### src/rtl/gpio_irq_pkg.sv
// Shared register map and edge-selection helper for the GPIO interrupt bank.
package gpio_irq_pkg;

  localparam int PORT_W = 3;
  localparam int REG_W  = 3;

  localparam logic [REG_W-1:0] REG_OUT   = 3'd0;
  localparam logic [REG_W-1:0] REG_DIR   = 3'd1;
  localparam logic [REG_W-1:0] REG_IN    = 3'd2;
  localparam logic [REG_W-1:0] REG_IEN   = 3'd3;
  localparam logic [REG_W-1:0] REG_IPOL  = 3'd4;
  localparam logic [REG_W-1:0] REG_ISTAT = 3'd5;
  localparam logic [REG_W-1:0] REG_IBOTH = 3'd6;

  // Per-pin edge qualifier: IBOTH takes either edge, otherwise IPOL picks rise (1) or fall (0).
  function automatic logic [7:0] edge_sel(input logic [7:0] in_v,
                                          input logic [7:0] prev_v,
                                          input logic [7:0] ipol,
                                          input logic [7:0] iboth);
    logic [7:0] rise;
    logic [7:0] fall;
    rise = in_v & ~prev_v;
    fall = ~in_v & prev_v;
    return (iboth & (rise | fall)) | (~iboth & ((ipol & rise) | (~ipol & fall)));
  endfunction

endpackage

### src/rtl/gpio_irq_port.sv
// One 8-bit GPIO port: control registers, input synchroniser, edge detect and
// sticky interrupt status with write-1-to-clear.
module gpio_irq_port
  import gpio_irq_pkg::*;
#(
  parameter int SYNC_STAGES = 2
) (
  input  logic             clk,
  input  logic             reset,
  input  logic             wr_en,
  input  logic [REG_W-1:0] reg_sel,
  input  logic [7:0]       din,
  input  logic             arm,
  input  logic [7:0]       pin_i,
  output logic [7:0]       rd_data,
  output logic [7:0]       out_o,
  output logic [7:0]       dir_o,
  output logic             pending_o
);

  logic [7:0] out_q, out_d;
  logic [7:0] dir_q, dir_d;
  logic [7:0] ien_q, ien_d;
  logic [7:0] ipol_q, ipol_d;
  logic [7:0] istat_q, istat_d;
  logic [7:0] iboth_q, iboth_d;
  logic [7:0] prev_q, prev_d;
  logic [SYNC_STAGES-1:0][7:0] sync_q, sync_d;

  logic [7:0] in_val;
  logic [7:0] w1c;

  assign in_val = sync_q[SYNC_STAGES-1];

  // NOTE: every signal assigned in always_comb gets a default first, so no path leaves it unassigned and no latch is inferred.
  always_comb begin
    out_d   = out_q;
    dir_d   = dir_q;
    ien_d   = ien_q;
    ipol_d  = ipol_q;
    iboth_d = iboth_q;
    w1c     = '0;
    sync_d  = {sync_q[SYNC_STAGES-2:0], pin_i};
    prev_d  = in_val;

    if (wr_en) begin
      case (reg_sel)
        REG_OUT:   out_d   = din;
        REG_DIR:   dir_d   = din;
        REG_IEN:   ien_d   = din;
        REG_IPOL:  ipol_d  = din;
        REG_ISTAT: w1c     = din;
        REG_IBOTH: iboth_d = din;
        default:   ;
      endcase
    end

    // A fresh edge is ORed in after the clear, so a same-cycle set beats W1C.
    istat_d = (istat_q & ~w1c) | (arm ? edge_sel(in_val, prev_q, ipol_q, iboth_q) : 8'h00);
  end

  always_comb begin
    rd_data = 8'h00;
    case (reg_sel)
      REG_OUT:   rd_data = out_q;
      REG_DIR:   rd_data = dir_q;
      REG_IN:    rd_data = in_val;
      REG_IEN:   rd_data = ien_q;
      REG_IPOL:  rd_data = ipol_q;
      REG_ISTAT: rd_data = istat_q;
      REG_IBOTH: rd_data = iboth_q;
      default:   rd_data = 8'h00;
    endcase
  end

  // NOTE: the synchroniser flops are reset along with the registers so pads held high through reset look like a rise the arm counter can mask.
  always_ff @(posedge clk or negedge reset) begin
    if (!reset) begin
      out_q   <= '0;
      dir_q   <= '0;
      ien_q   <= '0;
      ipol_q  <= '0;
      istat_q <= '0;
      iboth_q <= '0;
      prev_q  <= '0;
      sync_q  <= '0;
    end else begin
      // NOTE: non-blocking assignments let every flop sample pre-edge values, which the synchroniser shift relies on.
      out_q   <= out_d;
      dir_q   <= dir_d;
      ien_q   <= ien_d;
      ipol_q  <= ipol_d;
      istat_q <= istat_d;
      iboth_q <= iboth_d;
      prev_q  <= prev_d;
      sync_q  <= sync_d;
    end
  end

  assign out_o     = out_q;
  assign dir_o     = dir_q;
  assign pending_o = |(istat_q & ien_q);

endmodule

### src/rtl/gpio_irq_bank.sv
// NPORTS-wide GPIO bank on the CPU bus: address decode, registered read data,
// post-reset arm counter and a single registered IRQ.
module gpio_irq_bank
  import gpio_irq_pkg::*;
#(
  parameter int NPORTS      = 2,
  parameter int SYNC_STAGES = 2
) (
  input  logic                clk,
  input  logic                reset,
  input  logic                cs,
  input  logic                we,
  input  logic [5:0]          addr,
  input  logic [7:0]          din,
  output logic [7:0]          dout,
  output logic                irq,
  input  logic [8*NPORTS-1:0] gpio_i,
  output logic [8*NPORTS-1:0] gpio_o,
  output logic [8*NPORTS-1:0] gpio_oe
);

  localparam int ARM_MAX = SYNC_STAGES + 1;
  // Wide enough to hold the terminal count for every legal SYNC_STAGES.
  localparam int ARM_W   = $clog2(ARM_MAX + 1);

  logic [PORT_W-1:0] port_sel;
  logic [REG_W-1:0]  reg_sel;
  logic [7:0]        rd_data [NPORTS];
  logic [NPORTS-1:0] pending;
  logic [7:0]        rd_sel;
  logic              armed;

  logic [ARM_W-1:0] arm_cnt_q, arm_cnt_d;
  logic [7:0]       dout_q, dout_d;
  logic             irq_q, irq_d;

  assign port_sel = addr[PORT_W+REG_W-1:REG_W];
  assign reg_sel  = addr[REG_W-1:0];
  assign armed    = (arm_cnt_q == ARM_W'(ARM_MAX));

  for (genvar p = 0; p < NPORTS; p++) begin : g_port
    gpio_irq_port #(
      .SYNC_STAGES (SYNC_STAGES)
    ) u_port (
      .clk       (clk),
      .reset     (reset),
      .wr_en     (cs && we && (port_sel == PORT_W'(p))),
      .reg_sel   (reg_sel),
      .din       (din),
      .arm       (armed),
      .pin_i     (gpio_i[8*p +: 8]),
      .rd_data   (rd_data[p]),
      .out_o     (gpio_o[8*p +: 8]),
      .dir_o     (gpio_oe[8*p +: 8]),
      .pending_o (pending[p])
    );
  end

  always_comb begin
    rd_sel = 8'h00;
    for (int p = 0; p < NPORTS; p++) begin
      if (port_sel == PORT_W'(p)) rd_sel = rd_data[p];
    end
    dout_d    = (cs && !we) ? rd_sel : 8'h00;
    irq_d     = |pending;
    arm_cnt_d = armed ? arm_cnt_q : arm_cnt_q + 1'b1;
  end

  always_ff @(posedge clk or negedge reset) begin
    if (!reset) begin
      dout_q    <= '0;
      irq_q     <= 1'b0;
      arm_cnt_q <= '0;
    end else begin
      dout_q    <= dout_d;
      irq_q     <= irq_d;
      arm_cnt_q <= arm_cnt_d;
    end
  end

  assign dout = dout_q;
  assign irq  = irq_q;

endmodule

### config.mk
export PLATFORM = sky130hd
export DESIGN_NAME = gpio_irq_bank
export DESIGN_NICKNAME = d
export VERILOG_FILES = /design/src/rtl/gpio_irq_pkg.sv /design/src/rtl/gpio_irq_port.sv /design/src/rtl/gpio_irq_bank.sv
export SDC_FILE = /design/constraint.sdc
export NUM_CORES = 1
export LEC_CHECK = 0
export BUFFER_PORTS_ARGS = -buffer_cell sky130_fd_sc_hd__buf_2
export CORE_MARGIN = 3
export CORE_UTILIZATION = 45
export DETAILED_ROUTE_END_ITERATION = 12
export HOLD_SLACK_MARGIN = 0.02
export PLACE_DENSITY = 0.68
export SLEW_MARGIN = 5
export SYNTH_ARGS = -nofsm -noshare
export SYNTH_HDL_FRONTEND = slang
export SYNTH_SLANG_ARGS = --single-unit
### constraint.sdc
create_clock -name clk -period 2.2 [get_ports clk]
set_clock_uncertainty 0.2 [all_clocks]
set_input_delay 0.22 -clock clk [delete_from_list [all_inputs] [get_ports clk]]
set_output_delay 0.22 -clock clk [all_outputs]
set_load 0.05 [all_outputs]
# Yosys cells after proc, flatten, opt, wreduce, memory -nomap -nowiden
# Index checks and enable logic that the tools add are counted.
# Widths: inputs -> output; s select.
dict set report word_totals {
  out_inout_bits 41
  word_cells 92
  reg_bits 155
  inputBits 34
}
dict set report op_classes {
  n_eq_ne 8
  n_mux 10
  reduce_logical 18
  bitwise 34
  n_addsub 1
}
# cell n
set ops {}
lappend ops {{$and 8x8->8} 16}
lappend ops {{$pmux 8 s7} 2}
lappend ops {{$not 8->8} 10}
lappend ops {{$mux 8} 8}
lappend ops {{$or 8x8->8} 8}
lappend ops {{$reduce_and 2->1} 10}
lappend ops {{$reduce_or 16->1} 1}
lappend ops {{$eq 3x3->1 const B} 3}
lappend ops {{$eq 3x1->1 const B} 2}
lappend ops {{$eq 3x2->1 const B} 2}
lappend ops {{$logic_not 3->1} 2}
lappend ops {{$logic_and 1x1->1} 4}
lappend ops {{$add 2x1->2 const B} 1}
lappend ops {{$eq 2x2->1 const B} 1}
lappend ops {{$logic_not 1->1} 1}

# Logic depth before layout (Yosys ltp)
dict set report depth {
  depth_word 8
  mapped_depth 7
  ltp_nobuf 6
}

# Cells and area by module
# Synthesis repeated with hierarchy kept, for this count alone.
dict set report hier_totals {
  cells_unflattened 577
  hier_area_um2 7404.6
}
# mod area_per_inst_um2 instances seq_area_each_um2 cells_per_inst
set modules_own_cells {}
lappend modules_own_cells {gpio_irq_port 3465.8 2 1801.7 270}
lappend modules_own_cells {gpio_irq_bank 473.0 1 275.3 37}

# Worst setup path before layout
# OpenSTA, ideal clock, no wires.
dict set report synth_path {
  path_kind {input-to-reg}
  from {in addr[5]}
  to {reg g_port[1].u_port.ipol_q[0]}
  n_path_buf 0
  setup_slack_ps 413
  path_stages 4
  t_arrival_ps 1462
  setup_ps 125
  path_cell_list {nand4b_4 > or3b_4 > nor3_4 > mux2_2}
}
dict set report synth_between {
  elab_chain_len 3
}
# item line_no
set synth_lines {}
lappend synth_lines {{from (decl)} gpio_irq_bank.sv:13} ;# input logic [5:0] addr,
lappend synth_lines {{$eq 3x1->1} gpio_irq_bank.sv:47} ;# .wr_en (cs && we && (port_sel == PORT_W'(p))),
lappend synth_lines {{$logic_and 1x1->1} gpio_irq_bank.sv:47}
lappend synth_lines {{$reduce_and 2->1 (no source line)} n/a}
lappend synth_lines {{to (signal assigned)} gpio_irq_port.sv:92} ;# ipol_q <= ipol_d;
lappend synth_lines {{to (decl)} gpio_irq_port.sv:24} ;# logic [7:0] ipol_q, ipol_d;
# Every way passes these cells.
# A chain may end at the register's enable or synchronous reset.

# Worst setup path after layout
dict set report layout_path {
  from {in addr[1]}
  to {reg g_port[0].u_port.iboth_q[0]}
}
dict set report layout_between {
  elab_chain_len 2
}
# item line_no
set layout_lines {}
lappend layout_lines {{$eq 3x3->1} gpio_irq_port.sv:47} ;# case (reg_sel)
lappend layout_lines {{$reduce_and 2->1 (no source line)} n/a}
lappend layout_lines {{to (signal assigned)} gpio_irq_port.sv:94} ;# iboth_q <= iboth_d;
lappend layout_lines {{to (decl)} gpio_irq_port.sv:26} ;# logic [7:0] iboth_q, iboth_d;
# Every way passes these cells.

==> results.sh <==
export IMPL_clock_latency_ps=420
export IMPL_vias=4982
export IMPL_cts_tree="built"
export IMPL_p_int_mw=5.00
export IMPL_n_antenna_cell=0
export IMPL_grt_ovfl_total=0
export IMPL_syn_inst=559
export IMPL_seqCellArea_sq_um=3880
export IMPL_dp_hpwl_mm=12.2
export IMPL_die_area_sq_um=17500
export IMPL_grt_pass1_vias=5266
export IMPL_firstDrtPassIters=4
export IMPL_nets=735
export IMPL_path_max_fanout=9
export IMPL_critical_path_top_delay_family="simple AND/OR/NAND/NOR gates"
export IMPL_layout_common_cells="dfrtp_1, mux2_2, buf_2"
export IMPL_drtIter0Drc=331
export IMPL_die_w_um=132
export IMPL_yosysSeqAreaShare=0.540
export IMPL_holdPathStages=3
export IMPL_syn_to_final_growth_pct=21.5
export IMPL_min_from="din[1]"
export IMPL_r2r_slack_ps=400
export IMPL_cts_max_path_buffers=2
export IMPL_critPathLaunch="addr[1]"
export IMPL_synthFlopType="dfrtp_1"
export IMPL_layout_setup_ws_ps=297
export IMPL_worstPathArrival_ps=2000
export IMPL_grt_max_degree=44
export IMPL_ys_warn_count=0
export IMPL_cts_setup_buffers=0
export IMPL_max_slew_margin=0.368
export IMPL_layout_drive_gt1_share=0.327
export IMPL_grt_usage=0.209
export IMPL_htree_num_levels=4
export IMPL_fin_crit_ps=1900
export IMPL_hold_viol=0
export IMPL_rsz0062_at_grt="no"
export IMPL_p_per_area_nw_per_um2=795
export IMPL_power_frac_clock=0.409
export IMPL_portBuffers=74
export IMPL_multi_input_area_sq_um=3050
export IMPL_finalSetupViolCount=0
export IMPL_async_flop_share=1.00
export IMPL_syn_num_nets=626
export IMPL_ios=75
export IMPL_synth_distinct_cells=44
export IMPL_min_to="g_port[1].u_port.istat_q[1]"
export IMPL_leakage_nw=4.28
export IMPL_clk_pin_slew_ps=70
export IMPL_cap_viol_max_count=0
export IMPL_drt_met1_wl_mm=7.63
export IMPL_routedWlPerCell_um=19.6
export IMPL_viasPerCell=5.59
export IMPL_hold_path_class="input pin to register"
export IMPL_slew_viol_final=0
export IMPL_cpPeakStageDelay_ps=760
export IMPL_post_route_period_util=0.865
export IMPL_status="finished clean"
export IMPL_worst_pin_slew_ps=946
export IMPL_r2r_cells=4
export IMPL_timing_rr_end="dout[5]"
export IMPL_start_util=0.465
export IMPL_worstPathRequired_ps=2300
export IMPL_synth_edf_count=0
export IMPL_fp_dieH_um=132
export IMPL_top_layer="met4"
export IMPL_crit_buf_inv=1
export IMPL_place_congestion=0.844
export IMPL_peakVddDrop_mv=0.542
export IMPL_p_sw_frac=0.279
export IMPL_core_sq_um=15400
export IMPL_final_common_cell="dfrtp_1"
export IMPL_p_seq_frac=0.458
export IMPL_crit_chain="buf_2, nor2b_1, nand2_1, mux2_2"
export IMPL_remaining_drc_errors=0
export IMPL_grt_pass1_wl_mm=28.6
export IMPL_pwr_share_comb=0.133
export IMPL_drtAntennaViolNets=0
export IMPL_yosys_area_top_type_share=0.540
export IMPL_yosys_area_top_type="dfrtp_1"
export IMPL_worstSetupPathType="input pin to register"
export IMPL_rows=45
export IMPL_cts_hold_buf=23
export IMPL_antenna_found_initial=0
export IMPL_endpoint_kind="register"
export IMPL_cts_resized=0
export IMPL_place_ws_ps=-79.4
export IMPL_synth_avg_cell_area_sq_um=12.8
export IMPL_ys_top_cells_by_area="dfrtp_1, mux2_2, ha_1"
export IMPL_fmax_mhz=525
export IMPL_nFillCells=1301
export IMPL_drt_total_wl_mm=17.5
export IMPL_rr_startpoint="g_port[0].u_port.in_val[5]"
export IMPL_wl_met2_mm=8.55
export IMPL_synth_seq_cells=155
export IMPL_power_total_mw=6.94
export IMPL_p_sw_mw=1.94
export IMPL_slowest_stage="nor2b_1"
export IMPL_critical_path_startpoint_type="input pin"
export IMPL_syn_cell_area_sq_um=7180
export IMPL_wl_met3_mm=1.01
export IMPL_cts_inserted_buffers=17
export IMPL_numClockSinks=155
export IMPL_clockRootBuffer="clkbuf_16"
[stage by stage]
| stage | cells | area, sq um | TNS, ps | hold slack, ps | util |
|---|---|---|---|---|---|
| floorplan | 559 | 7180 | 0 | -276 | - |
| detailed placement | 837 | 7920 | -602 | -18.7 | 0.513 |
| global route | 892 | 8720 | 0 | 46.8 | 0.566 |
| global placement | 837 | 7920 | -611 | -17.4 | 0.513 |
| finish | 892 | 8720 | 0 | 33.0 | 0.566 |
| CTS | 892 | 8720 | 0 | 27.5 | 0.566 |
[state kept, by name (all words and copies together), names as in the netlist]
signal	cells
g_port.u_port.dir_o	16
g_port.u_port.iboth_q	16
g_port.u_port.ien_q	16
g_port.u_port.in_val	16
g_port.u_port.ipol_q	16
g_port.u_port.istat_q	16
g_port.u_port.out_o	16
g_port.u_port.prev_q	16
g_port.u_port.sync_d	16
dout	8
arm_cnt_q	2
irq	1
[final cells by class]
| class | instances | share of cell area |
|---|---|---|
| Multi-Input combinational cell | 341 | 0.350 |
| Tap cell | 211 | 0.0303 |
| Sequential cell | 155 | 0.445 |
| Inverter | 33 | 0.0142 |
| Clock buffer | 19 | 0.0508 |
| Clock inverter | 13 | 0.0152 |
| Timing Repair Buffer | 120 | 0.0951 |
[kinds of logic (layout without fill, tap and decap cells)]
kind of cell,Yosys count,in the layout,synth area share
XOR/XNOR,1,1,0.00122
adder cells (fa/ha/maj),33,33,0.0575
AO/OA/AOI/OAI,111,111,0.116
flip-flops,155,155,0.540
multiplexers,120,120,0.184
buffers and inverters,63,185,0.0347
AND/OR/NAND/NOR,76,76,0.0659
[worst max path at each step]
stage / slack, ps / to / depth (start not counted)
2_1_floorplan: 410 / g_port[1].u_port.ipol_q[0] / 4
3_3_place_gp: -80 / g_port[0].u_port.iboth_q[1] / 4
3_5_place_dp: -80 / g_port[0].u_port.iboth_q[4] / 4
4_1_cts: 360 / g_port[0].u_port.iboth_q[0] / 4
5_1_grt: 300 / g_port[0].u_port.iboth_q[0] / 4
6_report: 300 / g_port[0].u_port.iboth_q[0] / 4
[worst min-delay path, cell delays in order]
cell and delay (ps):
buf_2 200, nand2_1 90, a22o_1 110
[synthesized netlist by cell type (all sizes together), types with 2 or more instances]
master / n
nor2b: 21
a22o: 27
a211oi: 22
mux2i: 32
dfrtp: 155
a21oi: 16
mux2: 87
nor4b: 2
o2bb2ai: 14
nor3: 10
nor2: 4
o22ai: 5
clkbuf: 19
nand2: 23
nand3: 2
ha: 33
inv: 32
nand2b: 3
a221oi: 12
o21ai: 8
a22oi: 2
buf: 11
[power groups by stage]
stage | Sequential (mW) | Combinational (mW) | Clock [mW]
floorplan | 3.38 | 0.402 | 0
global placement | 3.22 | 0.871 | 0
detailed placement | 3.23 | 0.893 | 0
CTS | 3.18 | 0.931 | 2.90
global route | 3.20 | 1.00 | 3.03
finish | 3.18 | 0.922 | 2.84
[layer usage]
layer  vias to the layer above  global-route usage
met5                         -                   0
met4                         0              0.0618
met3                        24              0.0557
met2                       146               0.333
met1                      2551               0.283
li1                       2261                   -
No activity file was read; power rests on OpenSTA's default activity.
